**src/rtl/instruction_fetch_sequencer.sv**
```systemverilog
// Fetch/sequence stage for the 8-bit processor: PC, IR, imem handshake, execute strobe, HALT and fetch timeout.
// Optional build macro JUMP_REL_EN turns opcode 4'b0101 into a PC-relative jump (JMPR) resolved in EXEC.
module instruction_fetch_sequencer #(
    parameter int PC_WIDTH       = 8,
    parameter int TIMEOUT_CYCLES = 15
) (
    input  logic                clk,
    input  logic                rst,
    input  logic                run,
    output logic [PC_WIDTH-1:0] imem_addr,
    output logic                imem_req,
    input  logic                imem_ack,
    input  logic [7:0]          imem_data,
    output logic [3:0]          opcode,
    output logic [1:0]          ra,
    output logic [1:0]          rb,
    input  logic                cu_load_enable,
    input  logic                mem_done,
    output logic                exec_en,
    output logic [PC_WIDTH-1:0] pc,
    output logic                halted,
    output logic                fault
);

    typedef enum logic [2:0] {
        S_IDLE,
        S_FETCH,
        S_DECODE,
        S_EXEC,
        S_MEM,
        S_HALT,
        S_FAULT
    } state_t;

    localparam logic [7:0]          TMO_LAST = 8'(TIMEOUT_CYCLES - 1);
    localparam logic [PC_WIDTH-1:0] PC_ONE   = PC_WIDTH'(1);
    localparam logic [3:0]          OP_HALT  = 4'b1111;

    state_t              state_q, state_d;
    logic [PC_WIDTH-1:0] pc_q, pc_d;
    logic [7:0]          ir_q, ir_d;
    logic [7:0]          tmo_q, tmo_d;
    logic                is_jmpr;

`ifdef JUMP_REL_EN
    logic [PC_WIDTH-1:0] jmp_offset;
    assign is_jmpr    = (ir_q[7:4] == 4'b0101);
    assign jmp_offset = {{(PC_WIDTH-4){ir_q[3]}}, ir_q[3:0]};
`else
    assign is_jmpr = 1'b0;
`endif

    always_comb begin
        // NOTE: every signal written here gets a default first, so no path can infer a latch.
        state_d  = state_q;
        pc_d     = pc_q;
        ir_d     = ir_q;
        tmo_d    = tmo_q;
        imem_req = 1'b0;
        exec_en  = 1'b0;

        case (state_q)
            S_IDLE: begin
                if (run) state_d = S_FETCH;
            end
            S_FETCH: begin
                imem_req = 1'b1;
                if (imem_ack) begin
                    ir_d    = imem_data;
                    state_d = S_DECODE;
                end else if (tmo_q == TMO_LAST) begin
                    state_d = S_FAULT;
                end else begin
                    tmo_d = tmo_q + 8'd1;
                end
            end
            S_DECODE: begin
                state_d = (ir_q[7:4] == OP_HALT) ? S_HALT : S_EXEC;
            end
            S_EXEC: begin
                if (is_jmpr) begin
`ifdef JUMP_REL_EN
                    pc_d = pc_q + jmp_offset;
`endif
                    state_d = S_FETCH;
                end else begin
                    exec_en = 1'b1;
                    if (cu_load_enable) begin
                        state_d = S_MEM;
                    end else begin
                        pc_d    = pc_q + PC_ONE;
                        state_d = S_FETCH;
                    end
                end
            end
            S_MEM: begin
                if (mem_done) begin
                    pc_d    = pc_q + PC_ONE;
                    state_d = S_FETCH;
                end else if (tmo_q == TMO_LAST) begin
                    state_d = S_FAULT;
                end else begin
                    tmo_d = tmo_q + 8'd1;
                end
            end
            S_HALT:  state_d = S_HALT;
            S_FAULT: state_d = S_FAULT;
            default: state_d = S_IDLE;
        endcase

        // The wait counter restarts from zero whenever a new state is entered.
        if (state_d != state_q) tmo_d = 8'd0;
    end

    always_ff @(posedge clk) begin
        // NOTE: sequential state uses non-blocking assignments so every register updates from pre-edge values.
        if (rst) begin
            state_q <= S_IDLE;
            pc_q    <= '0;
            ir_q    <= 8'h00;
            tmo_q   <= 8'd0;
        end else begin
            state_q <= state_d;
            pc_q    <= pc_d;
            ir_q    <= ir_d;
            tmo_q   <= tmo_d;
        end
    end

    assign imem_addr = pc_q;
    assign pc        = pc_q;
    assign opcode    = ir_q[7:4];
    assign ra        = ir_q[3:2];
    assign rb        = ir_q[1:0];
    assign halted    = (state_q == S_HALT);
    assign fault     = (state_q == S_FAULT);

endmodule

```
**config.mk**
```make
export PLATFORM = sky130hd
export DESIGN_NAME = instruction_fetch_sequencer
export DESIGN_NICKNAME = d
export VERILOG_FILES = /design/src/rtl/instruction_fetch_sequencer.sv
export SDC_FILE = /design/constraint.sdc
export NUM_CORES = 1
export LEC_CHECK = 0
export CAP_MARGIN = 20
export CORE_MARGIN = 5
export CORE_UTILIZATION = 50
export DETAILED_ROUTE_END_ITERATION = 10
export DONT_BUFFER_PORTS = 1
export MAX_ROUTING_LAYER = met4
export SLEW_MARGIN = 20
export SYNTH_ARGS = -nofsm -noshare
export SYNTH_HDL_FRONTEND = slang
export SYNTH_SLANG_ARGS = --single-unit
```
**constraint.sdc**
```tcl
create_clock -name clk -period 2.7 [get_ports clk]
set_clock_uncertainty 0.2 [all_clocks]
set_input_delay 0.135 -clock clk [delete_from_list [all_inputs] [get_ports clk]]
set_output_delay 0.135 -clock clk [all_outputs]
set_load 0.05 [all_outputs]
```
### Yosys cells after proc, flatten, opt, wreduce, memory -nomap -nowiden

Index checks and enable logic that the tools add are counted.

| operators by class | value |
|---|---|
| $add $sub $neg | 2 |
| equality and inequality tests | 13 |
| muxes and demuxes | 16 |
| reductions and logical operators | 7 |

Operator list:

| operator | number |
|---|---|
| two-way mux 8 bit | 5 |
| one-hot mux 8 bit (2 select lines) | 2 |
| one-hot mux 3 bit (7 select lines) | 1 |
| two-way mux 3 bit | 6 |
| adder 8 x 1 -> 8 bit, second input constant | 2 |
| equality test 3 bit, second input constant | 3 |
| equality test 8 x 4 -> 1 bit, second input constant | 1 |
| inequality test 2 bit, second input constant | 4 |
| equality test 3 x 2 -> 1 bit, second input constant | 2 |
| AND reduction 3 bit | 2 |
| equality test 4 bit, second input constant | 1 |
| nonzero test 2 bit | 2 |
| equality test 3 x 1 -> 1 bit, second input constant | 1 |
| zero test 3 bit | 1 |
| inequality test 3 bit | 1 |
| two-way mux 1 bit | 2 |
| AND reduction 2 bit | 1 |
| OR reduction 2 bit | 1 |

| storage, ports and cells | value |
|---|---|
| bits in registers | 27 |
| input port bits | 14 |
| output and inout bits | 28 |

### Depth between registers and ports, before layout

Gate-level depths: netlist (run 1).

| logic depth | value |
|---|---|
| depth after elaboration | 6 |
| gate-level depth with buffers | 8 |

### Least setup slack after synthesis (run 1)

OpenSTA, ideal clock, no wires.

| path | value |
|---|---|
| kind | register to register |
| start | reg state_q[0] |
| end | reg pc_q[5] (netlist: imem_addr[5]) |
| library setup time | 0.071 ns |
| arrival time | 1.909 ns |
| required time | 2.429 ns |
| slack | 0.521 ns |
| stages on the path, launching flop included | 7 |
| buffers on the path | 1 |
| cell sequence | dfxtp_1 -> buf_6 -> and3b_1 -> a32o_2 -> nand4_1 -> or3_1 -> a21oi_1 |

| between the ends | value |
|---|---|
| longest elaborated chain between the ends | 3 |
| elaborated cells on any way between the ends | 7 |

Ends and longest elaborated chain:

| what | line | text |
|---|---|---|
| start, declared | 39 | `state_t state_q, state_d;` |
| start signal, assigned | 123 | `state_q <= state_d;` |
| equality test 3 bit / equality test 3 x 2 -> 1 bit (equally long branches) | 62 | `case (state_q)` |
| inequality test 2 bit (no line) / nonzero test 2 bit (equally long branches) | - |  |
| AND reduction 3 bit (no line) | - |  |
| end signal, assigned | 124 | `pc_q <= pc_d;` |
| end, declared | 40 | `logic [PC_WIDTH-1:0] pc_q, pc_d;` |

Several ways; a longest one is shown, not always the timed one.
A chain may end at the register's enable or synchronous reset.

### Worst setup path after layout (run 1)

| path | value |
|---|---|
| start | reg tmo_q[0] |
| end | reg state_q[2] |

| between the ends | value |
|---|---|
| longest elaborated chain between the ends | 4 |
| elaborated cells on any way between the ends | 5 |

Ends and longest elaborated chain:

| what | line | text |
|---|---|---|
| start, declared | 42 | `logic [7:0] tmo_q, tmo_d;` |
| start signal, assigned | 126 | `tmo_q <= tmo_d;` |
| equality test 8 x 4 -> 1 bit (*) | 71, 100 |  |
| two-way mux 3 bit (*) | 71, 100 |  |
| two-way mux 3 bit, on equally long branches | 97, 68 |  |
| one-hot mux 3 bit (7 select lines) (*) | 62 |  |

Every way passes the cells marked *; elsewhere a longest branch is shown, timed or not.

==> reports/summary.txt, run 1 <==
Outcome: complete, no violations
Worst endpoint required time: 2.77 ns
Post-Route Setup TNS: 0 ns
Final worst-path cycle share: 95.8%
Leading cell type in the layout, fill and taps excluded: nand2_1
Detailed Routing Iterations Pass 1: 4
Syn nets: 188
Initial Utilization: 52.1%
Vias in the first global route: 1110
CTS tree: built
Comb power frac: 17.4%
Post-synth cell types: 40
Design Power: 742 uW
Pleak: 0.000624 uW
I/O Buffers: 0
WP depth: 7
Initial antenna violation count: 0
Clock Path Buffers: 2
CTS Buf Count: 3
Drt wl/cell: 13.8 um
Fin. max-slew vios: 0
RSZ-0062 raised after global routing: false
Hold Path Class: in -> reg
Max Clk Rate: 387 MHz
H-tree levels: 1
Hold depth: 2
Slowest cell on the critical path: dlygate4sd3_1
Yosys top cell by area: dfxtp_1
Power Dens Cells: 443 nW/um2
Number of setup buffers added after CTS: 0
Vias: 1219
Part of the power in registers: 58.5%
Sequential cell area fraction in the yosys report: 37.9%
Routed Antenna Nets: 0
Fin nets: 210
Diodes inserted: 0
Clk_lat worst skew: 0.32 ns
Hold_ws: 0.0386 ns
Final setup vio count: 0
Crit. End Element: flop
Clock group share of total power: 24.1%
Critical path data arrival time: 2.65 ns
Grt ovf: 0
Final WL: 3.07 mm
Largest net degree at the start of global routing: 20
Crit path buffers/inverters: 2
Gp weighted congestion: 0.789
Root Driver: clkbuf_4
Relative max-transition margin: 54.1%
Critical path class: reg -> reg
Synth Register Bits: 27
Netlist Area Pre-Place: 1430 um2
Worst Tran Pin Value: 0.686 ns
Pint: 518 uW
Switching share of power: 30.2%
Worst path max stage delay: 0.58 ns
Synthesis-to-finish area growth: 17.6%
Net Switching: 224 uW
Core area: 2730 um2
Final Hold Fails: 0
Fraction of layout cells with a size suffix above 1: 17.2%
DP HPWL: 2.12 mm
Die Ht: 63.4 um
Shortest period the worst path allows: 2.59 ns
Worst Setup Start Kind: flop
Chip width: 63.4 um
Initial DRC Count: 53
Synthesis Warnings: 0
I/O pins: 42
Syn Inst Count: 171
Worst R2R Path Depth: 7
Full die area: 4020 um2
CP cell instances: inv_1, ha_1, or4b_4, or3_4, nand2b_1, a21oi_1, dlygate4sd3_1
GRT Resource Usage Total: 15.7%
Synth top area cells: dfxtp_1 38%, nand2_1 7.1%, nor3_1 4.2%
Clk pin slew, worst setup/hold paths: 0.15 ns
Crit-path max FO: 5
Synthesized area per cell: 8.33 um2
Maxcap violations: 0
Core Rows: 19
Peak supply drop: 0.348 mV
TritonCTS Sinks: 27
First-pass GRT wire length: 5.04 mm
Top cell type's share of synthesized area: 37.9%
CP delay by family, top: simple AND/OR/NAND/NOR gates
Drc violations: 0
Vias/cell: 5.47
Most frequent cells in the layout: 27 x nand2_1, 24 x dfxtp_1, 16 x buf_4
-- final timing paths --
| path | start | to | slack [ns] |
|---|---|---|---|
| max reg2reg | tmo_q[0]$_SDFFE_PP0P_ | state_q[2]$_SDFF_PP0_ | 0.11 |
| max | tmo_q[0]$_SDFFE_PP0P_ | state_q[2]$_SDFF_PP0_ | 0.11 |
| min reg2reg | imem_addr[4]$_SDFFE_PP0P_ | imem_addr[4]$_SDFFE_PP0P_ | 0.33 |
| min | rst | tmo_q[0]$_SDFFE_PP0P_ | 0.04 |
-- flip-flops by register name, summed over array words and instances (netlist names) --
register	count
ir_q	8
tmo_q	8
state_q	3
imem_addr	8
-- power groups by stage --
stage	clock, uW	combinational [uW]	sequential, uW
after CTS	187	129	433
after global placement	0	104	441
after detailed placement	0	107	442
after floorplan	0	85.5	446
after global routing	205	140	436
final	178	129	434
-- metal layers --
| layer | global-route usage, % | vias to the layer above | share of wire, % |
|---|---|---|---|
| met5 | - | - | 0 |
| met4 | 5.19 | 0 | 0.42 |
| met3 | 6.75 | 2 | 7.0 |
| met2 | 24.9 | 25 | 47 |
| met1 | 17.8 | 572 | 45 |
| li1 | - | 620 | - |
-- cell type report --
| class | count | area, um2 |
|---|---|---|
| clock buffers | 3 | 22.5 |
| clock inverters | 1 | 7.51 |
| fillers | 241 | 1060 |
| inverters | 6 | 22.5 |
| multi-input cells | 124 | 769 |
| flip-flops and latches | 27 | 544 |
| well taps | 31 | 38.8 |
| repair buffers | 31 | 270 |
-- metrics by stage --
stage / cell area, um2 / instances / util, % / worst slack [ns]
floorplan: 1430 / 171 / - / 0.521
global route: 1680 / 223 / 61.3 / 0.00172
CTS: 1670 / 223 / 61.1 / 0.133
global placement: 1490 / 204 / 54.6 / 0.516
finish: 1680 / 223 / 61.3 / 0.113
detailed placement: 1490 / 204 / 54.6 / 0.430
-- cell usage after synthesis --
| master | instances |
|---|---|
| dfxtp_1 | 27 |
| nand2_1 | 27 |
| nor2_1 | 15 |
| nor3_1 | 12 |
| a21oi_1 | 11 |
| buf_4 | 8 |
| inv_1 | 6 |
| nand2b_1 | 5 |
| xnor2_1 | 5 |
| mux2i_1 | 4 |
| nand4_1 | 4 |
| xor2_1 | 4 |
| clkbuf_1 | 3 |
| ha_1 | 3 |
| o211ai_1 | 3 |
| o21ai_0 | 3 |
| and3_1 | 2 |
| buf_2 | 2 |
| nand3_1 | 2 |
| nor2b_1 | 2 |
| nor3b_1 | 2 |
| o31ai_1 | 2 |
| or3_1 | 2 |
| a2111oi_2 | 1 |
| a21boi_0 | 1 |
| a21o_1 | 1 |
| a21oi_2 | 1 |
| a221oi_1 | 1 |
| a31oi_1 | 1 |
| a32o_2 | 1 |
| and3b_1 | 1 |
| buf_6 | 1 |
| mux2_4 | 1 |
| nor2b_4 | 1 |
| nor4_1 | 1 |
| nor4b_2 | 1 |
| o21bai_2 | 1 |
| or3_4 | 1 |
| or3b_2 | 1 |
| or4b_4 | 1 |
-- cell families (layout without fill, tap and decap cells) --
logic type | after synthesis | after routing | share of synthesized area [%]
AOI/OAI and AO/OA | 27 | 27 | 12.9
xor gates and xnor gates | 9 | 9 | 5.53
adders and majority gates | 3 | 3 | 2.63
buffers and inverters | 20 | 41 | 8.08
DFF | 27 | 27 | 37.9
muxes | 5 | 5 | 3.86
and+or+nand+nor | 80 | 80 | 29.1
-- repair_timing --
| action | CTS | global route |
|---|---|---|
| hold buffers | 15 | 0 |
| resized for setup | 0 | 3 |
| hold endpoints to repair | 19 | 0 |
| setup endpoints to repair | 0 | 2 |
No activity file was read; power rests on OpenSTA's default activity.
==> run 2, diff against run 1 <==
- CTS_BUF_LIST: unset -> sky130_fd_sc_hd__clkbuf_8
==> reports/summary.txt, run 2 (same netlist as run 1, synthesis figures left out) <==
Initial antenna violation count: 0
Shortest period the worst path allows: 2.60 ns
Full die area: 4020 um2
GRT Resource Usage Total: 15.3%
Detailed Routing Iterations Pass 1: 4
Max Clk Rate: 385 MHz
Largest net degree at the start of global routing: 20
Fin nets: 207
Vias in the first global route: 1097
TritonCTS Sinks: 27
Fraction of layout cells with a size suffix above 1: 15.9%
Worst endpoint required time: 2.72 ns
Final WL: 3.02 mm
Register area: 541 um2
Relative max-transition margin: 53.5%
Post-route insts no fill: 220
Initial DRC Count: 68
Final Hold Fails: 0
Post-Route Setup TNS: 0 ns
Critical path class: reg -> reg
Worst path max stage delay: 0.57 ns
Diodes inserted: 0
RSZ-0062 raised after global routing: false
Die Ht: 63.4 um
Clk_lat worst skew: 0.27 ns
Design Power: 791 uW
Worst Setup Start Kind: flop
Critical path data arrival time: 2.62 ns
CP cell instances: ha_1, or4b_4, or3_4, nand2b_1, a21oi_1, dlygate4sd3_1
Chip width: 63.4 um
I/O pins: 42
DP HPWL: 2.12 mm
Gp weighted congestion: 0.789
I/O Buffers: 0
Initial Utilization: 52.1%
Outcome: complete, no violations
Number of setup buffers added after CTS: 0
Synthesis-to-finish area growth: 16.5%
Power Dens Cells: 476 nW/um2
Multi-input logic area: 769 um2
Hold Path Class: in -> reg
Final worst-path cycle share: 96.2%
Worst Tran Pin Value: 0.695 ns
Vias/cell: 5.40
Peak supply drop: 0.366 mV
Most frequent cells in the layout: 27 x nand2_1, 27 x dfxtp_1, 16 x buf_4
Clock Path Buffers: 2
CTS tree: built
H-tree levels: 1
Crit. End Element: flop
Core Rows: 19
Core area: 2730 um2
Final core utilization: 60.7%
First-pass GRT wire length: 4.98 mm
Drc violations: 0
Placed Cells incl. Taps: 204
Clk pin slew, worst setup/hold paths: 0.10 ns
Pleak: 0.000615 uW
Vias: 1187
Fin. max-slew vios: 0
Slowest cell on the critical path: dlygate4sd3_1
Filler cells: 241
Maxcap violations: 0
Root Driver: clkbuf_8
Routed Antenna Nets: 0
Crit-path max FO: 5
CTS Buf Count: 3
R2R Setup Slk: 0.10 ns
Drt wl/cell: 13.7 um
Final setup vio count: 0
Grt ovf: 0
run 2: worst max-delay path, delay by kind of cell (launching register included):
family,cells,cell delay [ns]
flops,1,0.42
fa+ha+maj,1,0.16
compound gates,1,0.15
simple gates,3,1.05
buf+inv,1,0.57
run 2: path summary, 6_finish.rpt:
| path | from | end | cells past startpoint |
|---|---|---|---|
| hold / removal | run | state_q[0]$_SDFF_PP0_ | 4 |
| setup / recovery | tmo_q[1]$_SDFFE_PP0P_ | state_q[2]$_SDFF_PP0_ | 6 |
| hold reg to reg | imem_addr[4]$_SDFFE_PP0P_ | imem_addr[4]$_SDFFE_PP0P_ | 2 |
| setup reg to reg | tmo_q[1]$_SDFFE_PP0P_ | state_q[2]$_SDFF_PP0_ | 6 |
run 2: where the power goes:
group          internal, uW  switching (uW)  leakage (uW)  total (uW)
registers               408            24.2      0.000218         433
logic                  49.3            75.3      0.000375         125
clock network           105             129     0.0000217         234
run 2: per-layer routing:
metal | wire, um | GRT usage, % | vias up | part of all wire, %
met5 | 0 | - | - | 0
met4 | 9 | 3.90 | 0 | 0.30
li1 | - | - | 615 | -
met3 | 241 | 5.68 | 2 | 8.0
met2 | 1430 | 24.9 | 27 | 47
met1 | 1330 | 17.8 | 543 | 44
run 2: repair_timing:
action / 4_1_cts / 5_1_grt
gates resized for setup: 0 / 0
endpoints found under the setup margin: 0 / 0
hold buffers: 12 / 0
endpoints found under the hold margin: 19 / 0
run 2: through the flow:
| step | setup slack (ns) | instance area, um2 | hold slack, ns |
|---|---|---|---|
| 6_report | 0.104 | 1660 | 0.0411 |
| 5_1_grt | 0.00586 | 1660 | 0.0767 |
| 4_1_cts | 0.143 | 1660 | 0.0418 |
| 3_5_place_dp | 0.430 | 1490 | 0.00841 |
| 3_3_place_gp | 0.516 | 1490 | 0.00768 |
| 2_1_floorplan | 0.521 | 1430 | 0.0710 |
run 2: area by class of cell:
cell class | instances | area share [%]
Multi-Input combinational cell | 124 | 46.3
Clock buffer | 3 | 2.49
Sequential cell | 27 | 32.6
Timing Repair Buffer | 28 | 14.5
Clock inverter | 1 | 0.452
Tap cell | 31 | 2.34
Inverter | 6 | 1.36
